--- src/rtl/mem_arbiter_pkg.sv ---
// Shared encodings and bus payload type for the two-requester memory arbiter.
package mem_arbiter_pkg;

    localparam int unsigned ADDR_W = 17;
    localparam int unsigned DATA_W = 32;
    localparam int unsigned BE_W   = 4;
    localparam int unsigned CNT_W  = 4;

    localparam int unsigned POLICY_FIXED = 0;
    localparam int unsigned POLICY_RR    = 1;

    typedef enum logic {
        SRC_CPU = 1'b0,
        SRC_DMA = 1'b1
    } src_e;

    typedef struct packed {
        logic [ADDR_W-1:0] addr;
        logic [DATA_W-1:0] wdata;
        logic [BE_W-1:0]   wr_en;
    } mem_cmd_t;

endpackage

--- src/rtl/mem_arbiter.sv ---
// Single-port memory arbiter between CPU and DMA: one registered command per
// cycle, fixed-priority with starvation override or round-robin tie-break.
module mem_arbiter
    import mem_arbiter_pkg::*;
#(
    parameter int unsigned POLICY       = 0,
    parameter int unsigned STARVE_LIMIT = 4
) (
    input  logic              clock,
    input  logic              reset,
    input  logic              cpu_req,
    input  logic [ADDR_W-1:0] cpu_addr,
    input  logic [DATA_W-1:0] cpu_wdata,
    input  logic [BE_W-1:0]   cpu_wr_en,
    output logic              cpu_gnt,
    output logic              cpu_rvalid,
    output logic [DATA_W-1:0] cpu_rdata,
    input  logic              dma_req,
    input  logic [ADDR_W-1:0] dma_addr,
    input  logic [DATA_W-1:0] dma_wdata,
    input  logic [BE_W-1:0]   dma_wr_en,
    output logic              dma_gnt,
    output logic              dma_rvalid,
    output logic [DATA_W-1:0] dma_rdata,
    output logic [ADDR_W-1:0] memory_address,
    output logic [DATA_W-1:0] memory_data_out,
    output logic [BE_W-1:0]   wr_enables,
    input  logic [DATA_W-1:0] memory_data_in
);

    localparam logic [CNT_W-1:0] LIMIT = CNT_W'(STARVE_LIMIT);

    logic              cpu_gnt_q, dma_gnt_q;
    logic              cpu_rvalid_q, dma_rvalid_q;
    logic [DATA_W-1:0] cpu_rdata_q, dma_rdata_q;
    logic [ADDR_W-1:0] mem_addr_q;
    logic [DATA_W-1:0] mem_wdata_q;
    logic [BE_W-1:0]   wr_en_q;
    logic [CNT_W-1:0]  starve_q, starve_d;
    src_e              last_q;

    logic     cpu_elig_c, dma_elig_c, grant_c, rd_cycle_c;
    src_e     winner_c;
    mem_cmd_t cmd_c;

    // A requester is blacked out in the cycle its grant is showing.
    always_comb begin
        cpu_elig_c = cpu_req & ~cpu_gnt_q;
        dma_elig_c = dma_req & ~dma_gnt_q;
        grant_c    = cpu_elig_c | dma_elig_c;
        winner_c   = SRC_CPU;
        starve_d   = starve_q;

        if (cpu_elig_c && dma_elig_c) begin
            if (POLICY == POLICY_RR) begin
                winner_c = (last_q == SRC_DMA) ? SRC_CPU : SRC_DMA;
            end else begin
                winner_c = (starve_q == LIMIT) ? SRC_DMA : SRC_CPU;
            end
        end else if (dma_elig_c) begin
            winner_c = SRC_DMA;
        end

        if (POLICY == POLICY_FIXED) begin
            if (grant_c && winner_c == SRC_DMA) begin
                starve_d = '0;
            end else if (dma_elig_c && starve_q != LIMIT) begin
                starve_d = starve_q + CNT_W'(1);
            end
        end else begin
            starve_d = '0;
        end

        if (winner_c == SRC_DMA) begin
            cmd_c = '{addr: dma_addr, wdata: dma_wdata, wr_en: dma_wr_en};
        end else begin
            cmd_c = '{addr: cpu_addr, wdata: cpu_wdata, wr_en: cpu_wr_en};
        end

        rd_cycle_c = (wr_en_q == BE_W'(0));
    end

    always_ff @(posedge clock) begin
        if (reset) begin
            cpu_gnt_q    <= 1'b0;
            dma_gnt_q    <= 1'b0;
            cpu_rvalid_q <= 1'b0;
            dma_rvalid_q <= 1'b0;
            cpu_rdata_q  <= '0;
            dma_rdata_q  <= '0;
            mem_addr_q   <= '0;
            mem_wdata_q  <= '0;
            wr_en_q      <= '0;
            starve_q     <= '0;
            last_q       <= SRC_DMA;
        end else begin
            cpu_gnt_q <= grant_c && (winner_c == SRC_CPU);
            dma_gnt_q <= grant_c && (winner_c == SRC_DMA);
            starve_q  <= starve_d;
            if (grant_c) begin
                mem_addr_q  <= cmd_c.addr;
                mem_wdata_q <= cmd_c.wdata;
                wr_en_q     <= cmd_c.wr_en;
                last_q      <= winner_c;
            end else begin
                wr_en_q <= '0;
            end
            // Read data is sampled at the end of the grant cycle.
            cpu_rvalid_q <= cpu_gnt_q && rd_cycle_c;
            dma_rvalid_q <= dma_gnt_q && rd_cycle_c;
            if (cpu_gnt_q && rd_cycle_c) begin
                cpu_rdata_q <= memory_data_in;
            end
            if (dma_gnt_q && rd_cycle_c) begin
                dma_rdata_q <= memory_data_in;
            end
        end
    end

    assign cpu_gnt         = cpu_gnt_q;
    assign dma_gnt         = dma_gnt_q;
    assign cpu_rvalid      = cpu_rvalid_q;
    assign dma_rvalid      = dma_rvalid_q;
    assign cpu_rdata       = cpu_rdata_q;
    assign dma_rdata       = dma_rdata_q;
    assign memory_address  = mem_addr_q;
    assign memory_data_out = mem_wdata_q;
    assign wr_enables      = wr_en_q;

endmodule
--- config.mk ---
export PLATFORM = sky130hd
export DESIGN_NAME = mem_arbiter
export DESIGN_NICKNAME = d
export VERILOG_FILES = /design/src/rtl/mem_arbiter_pkg.sv /design/src/rtl/mem_arbiter.sv
export SDC_FILE = /design/constraint.sdc
export NUM_CORES = 1
export LEC_CHECK = 0
export CAP_MARGIN = 20
export CORE_UTILIZATION = 40
export DETAILED_ROUTE_END_ITERATION = 10
export GPL_TIMING_DRIVEN = 0
export HOLD_SLACK_MARGIN = 0.02
export PLACE_DENSITY = 0.81
export REMOVE_ABC_BUFFERS = 1
export SYNTH_ARGS = -nofsm -noshare
export SYNTH_HDL_FRONTEND = slang
export SYNTH_SLANG_ARGS = --single-unit
--- constraint.sdc ---
create_clock -name clock -period 2 [get_ports clock]
set_input_delay 0.3 -clock clock [delete_from_list [all_inputs] [get_ports clock]]
set_output_delay 0.3 -clock clock [all_outputs]
set_load 0.03 [all_outputs]
==> flow_metrics.env <==
export IMPL_result_of_the_run="completed"
export IMPL_gr_total_overflow=0
export IMPL_yosys_warn_count=0
export IMPL_tightest_slew_margin_relative_to_the_limit=0.4670
export IMPL_critical_path_peak_fanout=24
export IMPL_cp_startpoint="starve_q[0]$_SDFFE_PP0P_"
export IMPL_synth_area_per_inst_um2=9.637
export IMPL_r2r_start="starve_q[0]$_SDFFE_PP0P_"
export IMPL_tns_ns=0
export IMPL_path_clk_slew_ns=0.05
export IMPL_irDropWorstVdd_mv=0.4374
export IMPL_final_common_cell="sky130_fd_sc_hd__clkdlybuf4s50_1"
export IMPL_first_pass_iters=6
export IMPL_timing_final_crit_period_ns=1.933
export IMPL_timing_final_hold_violations=0
export IMPL_number_of_distinct_library_cells_after_synthesis=32
export IMPL_routed_wirelength_um=18380
export IMPL_insertion_delay_ns=0.41
export IMPL_design_core_area_um2=12570
export IMPL_number_of_pins_exceeding_their_max_slew_limit_in_the_final_report=0
export IMPL_worstHoldStart="reset"
export IMPL_leak_pwr_nw=3.047
export IMPL_dieHeight_um=115.4
export IMPL_cts_htree_levels=4
export IMPL_worst_case_hold_slack_ns=0.4000
export IMPL_nets=912
export IMPL_clock_sinks=125
export IMPL_power_per_cell_area_nw_per_um2=863.4
export IMPL_cts_buffers=17
export IMPL_placed_area_um2=7797
export IMPL_design_die_area_um2=13320
export IMPL_finalSetupViolations=0
export IMPL_antenna_found_initial=0
export IMPL_startpoint_type="flop"
export IMPL_final_area_um2=8514
export IMPL_grt_first_pass_wirelength_um=27290
export IMPL_synth_edff_count=0
export IMPL_worst_ep_arrival_time_ns=2.28
export IMPL_ys_ff_latch=125
export IMPL_max_slew_worst_pin_slew_ns=0.7983
export IMPL_core_rowCount=41
export IMPL_ys_dominant_reg_cell="sky130_fd_sc_hd__dfxtp_1"
export IMPL_cts_root_buf="sky130_fd_sc_hd__clkbuf_16"
export IMPL_place_detailed_hpwl_um=11700
export IMPL_finalWorstSetupSlack_ns=0.06729
export IMPL_finClkSkew_ns=0.007731
export IMPL_clock_tree_from_tritoncts="done"
export IMPL_gp_congestion=0.7746
export IMPL_initial_utilization=0.4095
export IMPL_gr_usage_all_layers=0.2663
export IMPL_detail_route_vias_per_cell=5.720
export IMPL_timing_setup_critical_path_class="reg -> reg"
export IMPL_vias_in_the_first_global_route=5297
export IMPL_mappedNetlistArea_um2=5146
export IMPL_placement_setup_worst_slack_ns=-0.6249
export IMPL_mostFrequentLayoutCells="sky130_fd_sc_hd__clkdlybuf4s50_1 (259), sky130_fd_sc_hd__dfxtp_1 (123), sky130_fd_sc_hd__nand3_1 (66), sky130_fd_sc_hd__a21oi_1 (66)"
export IMPL_crit_slowest_cell="sky130_fd_sc_hd__dfxtp_1"
export IMPL_drc_errors=0
export IMPL_worstPathCellList="inv_1 > ha_1 > and3b_2 > a211oi_4 > clkbuf_16 > buf_16 > a221o_1"
export IMPL_min_delay_path_class="in -> reg"
export IMPL_cp_num_buf_inv=3
export IMPL_synth_async_sr_flop_share=0
export IMPL_pin_count_of_the_biggest_net_entering_global_routing=67
export IMPL_drt_wirelength_per_cell_um=19.28
export IMPL_die_width_um=115.4
export IMPL_top_level_ports=263
export IMPL_worstSetupEndpointType="flop"
export IMPL_postSynthCellCount=534
export IMPL_fin_crit_sh=0.9664
export IMPL_syn2layout_area_growth_pct=65.45
export IMPL_route_antenna_remaining_nets=0
export IMPL_initialDrtViolationCount=566
export IMPL_insertedDiodeCount=0
export IMPL_routed_via_count=5451
export IMPL_cell_class_contributing_the_biggest_share_of_worst_path_delay="buffers and inverters"
export IMPL_seq_area_frac_synth=0.4863
export IMPL_final_layout_size_suffix_gt1_frac=0.08195
export IMPL_maxClockFrequency_ghz=0.5174
export IMPL_crit_path_max_incr_delay_ns=0.40
export IMPL_cap_viol_max_count=0
export IMPL_cts_path_max_buffers=2
export IMPL_required_ns=2.35
export IMPL_portBuffers=262
-- logic make-up (layout without fill, tap and decap cells) --
group / after synthesis / after routing / synth area share
adders and majority gates: 2 / 2 / 0.004862
AOI/OAI and AO/OA: 193 / 193 / 0.2446
and+or+nand+nor: 143 / 146 / 0.1875
buffers and inverters: 71 / 315 / 0.07683
DFF: 125 / 125 / 0.4863
-- state kept, by name (all words and copies together), names as in the netlist --
name	flops
memory_data_out	32
dma_rvalid	1
wr_enables	4
starve_q	4
dma_rdata	32
cpu_gnt	1
dma_gnt	1
cpu_rdata	32
memory_address	17
cpu_rvalid	1
-- cells in the mapped netlist, types with 2 or more instances --
master | instances | area [um2]
sky130_fd_sc_hd__nand2b_4 | 2 | 27.53
sky130_fd_sc_hd__dfxtp_1 | 125 | 2502
sky130_fd_sc_hd__o21ai_0 | 37 | 185.2
sky130_fd_sc_hd__a211oi_2 | 2 | 25.02
sky130_fd_sc_hd__buf_4 | 5 | 37.54
sky130_fd_sc_hd__inv_1 | 2 | 7.510
sky130_fd_sc_hd__buf_2 | 10 | 50.05
sky130_fd_sc_hd__and4_1 | 47 | 411.6
sky130_fd_sc_hd__a21oi_1 | 66 | 330.3
sky130_fd_sc_hd__nor3_1 | 4 | 20.02
sky130_fd_sc_hd__clkbuf_1 | 36 | 135.1
sky130_fd_sc_hd__inv_2 | 3 | 11.26
sky130_fd_sc_hd__o2111ai_1 | 8 | 70.07
sky130_fd_sc_hd__o21ai_1 | 27 | 135.1
sky130_fd_sc_hd__buf_6 | 13 | 146.4
sky130_fd_sc_hd__a211oi_1 | 4 | 30.03
sky130_fd_sc_hd__nor4_1 | 2 | 12.51
sky130_fd_sc_hd__a31oi_1 | 2 | 12.51
sky130_fd_sc_hd__nand2_1 | 8 | 30.03
sky130_fd_sc_hd__a221o_1 | 47 | 470.5
sky130_fd_sc_hd__and3b_1 | 3 | 26.28
sky130_fd_sc_hd__ha_1 | 2 | 25.02
sky130_fd_sc_hd__nand4b_1 | 2 | 17.52
sky130_fd_sc_hd__nand3_1 | 66 | 330.3
sky130_fd_sc_hd__nand4_1 | 3 | 18.77
sky130_fd_sc_hd__buf_1 | 2 | 7.510
-- layout make-up --
| type | instances | area (um2) |
|---|---|---|
| fillers | 973 | 4054 |
| repair buffers | 278 | 2851 |
| flip-flops and latches | 125 | 2510 |
| multi-input cells | 341 | 2298 |
| clock buffers | 23 | 488.0 |
| well taps | 172 | 215.2 |
| clock inverters | 9 | 132.6 |
| inverters | 5 | 18.77 |
-- power by group --
part           internal [mW]  switching, mW
Clock                   2.10           1.12
Sequential              2.63         0.0886
Combinational          0.656          0.757
Total                   5.38           1.97
-- stage by stage --
step,power (mW),util,std cells
after CTS,7.370,0.6741,948
final,7.351,0.6775,953
after global placement,4.068,0.6053,902
after detailed placement,4.145,0.6204,911
after global routing,7.603,0.6775,953
after floorplan,3.358,-,468
-- repair_timing --
action | in CTS | in global routing
endpoints found under the setup margin | 52 | 24
resized for setup | 6 | 3
setup buffers | 3 | 4
cloned | 2 | 1
hold buffers | 0 | 0
pin swaps | 1 | 1
-- worst paths after layout --
check                              endpoint  slack [ns]  depth (start not counted)
min              dma_rdata[28]$_SDFFE_PP0P_        0.40                          2
max reg2reg  memory_address[7]$_SDFFE_PP0P_        0.07                          7
max          memory_address[7]$_SDFFE_PP0P_        0.07                          7
min reg2reg      dma_rdata[29]$_SDFFE_PP0P_        0.48                          2
-- layer usage --
metal | up-vias | wire [um] | GRT usage
met3 | 29 | 1779 | 0.08577
met2 | 306 | 9243 | 0.4683
met1 | 2582 | 6937 | 0.2935
met5 | - | 0 | 0
li1 | 2534 | - | -
met4 | 0 | 415 | 0.1177
(Power assumes the default switching activity.)
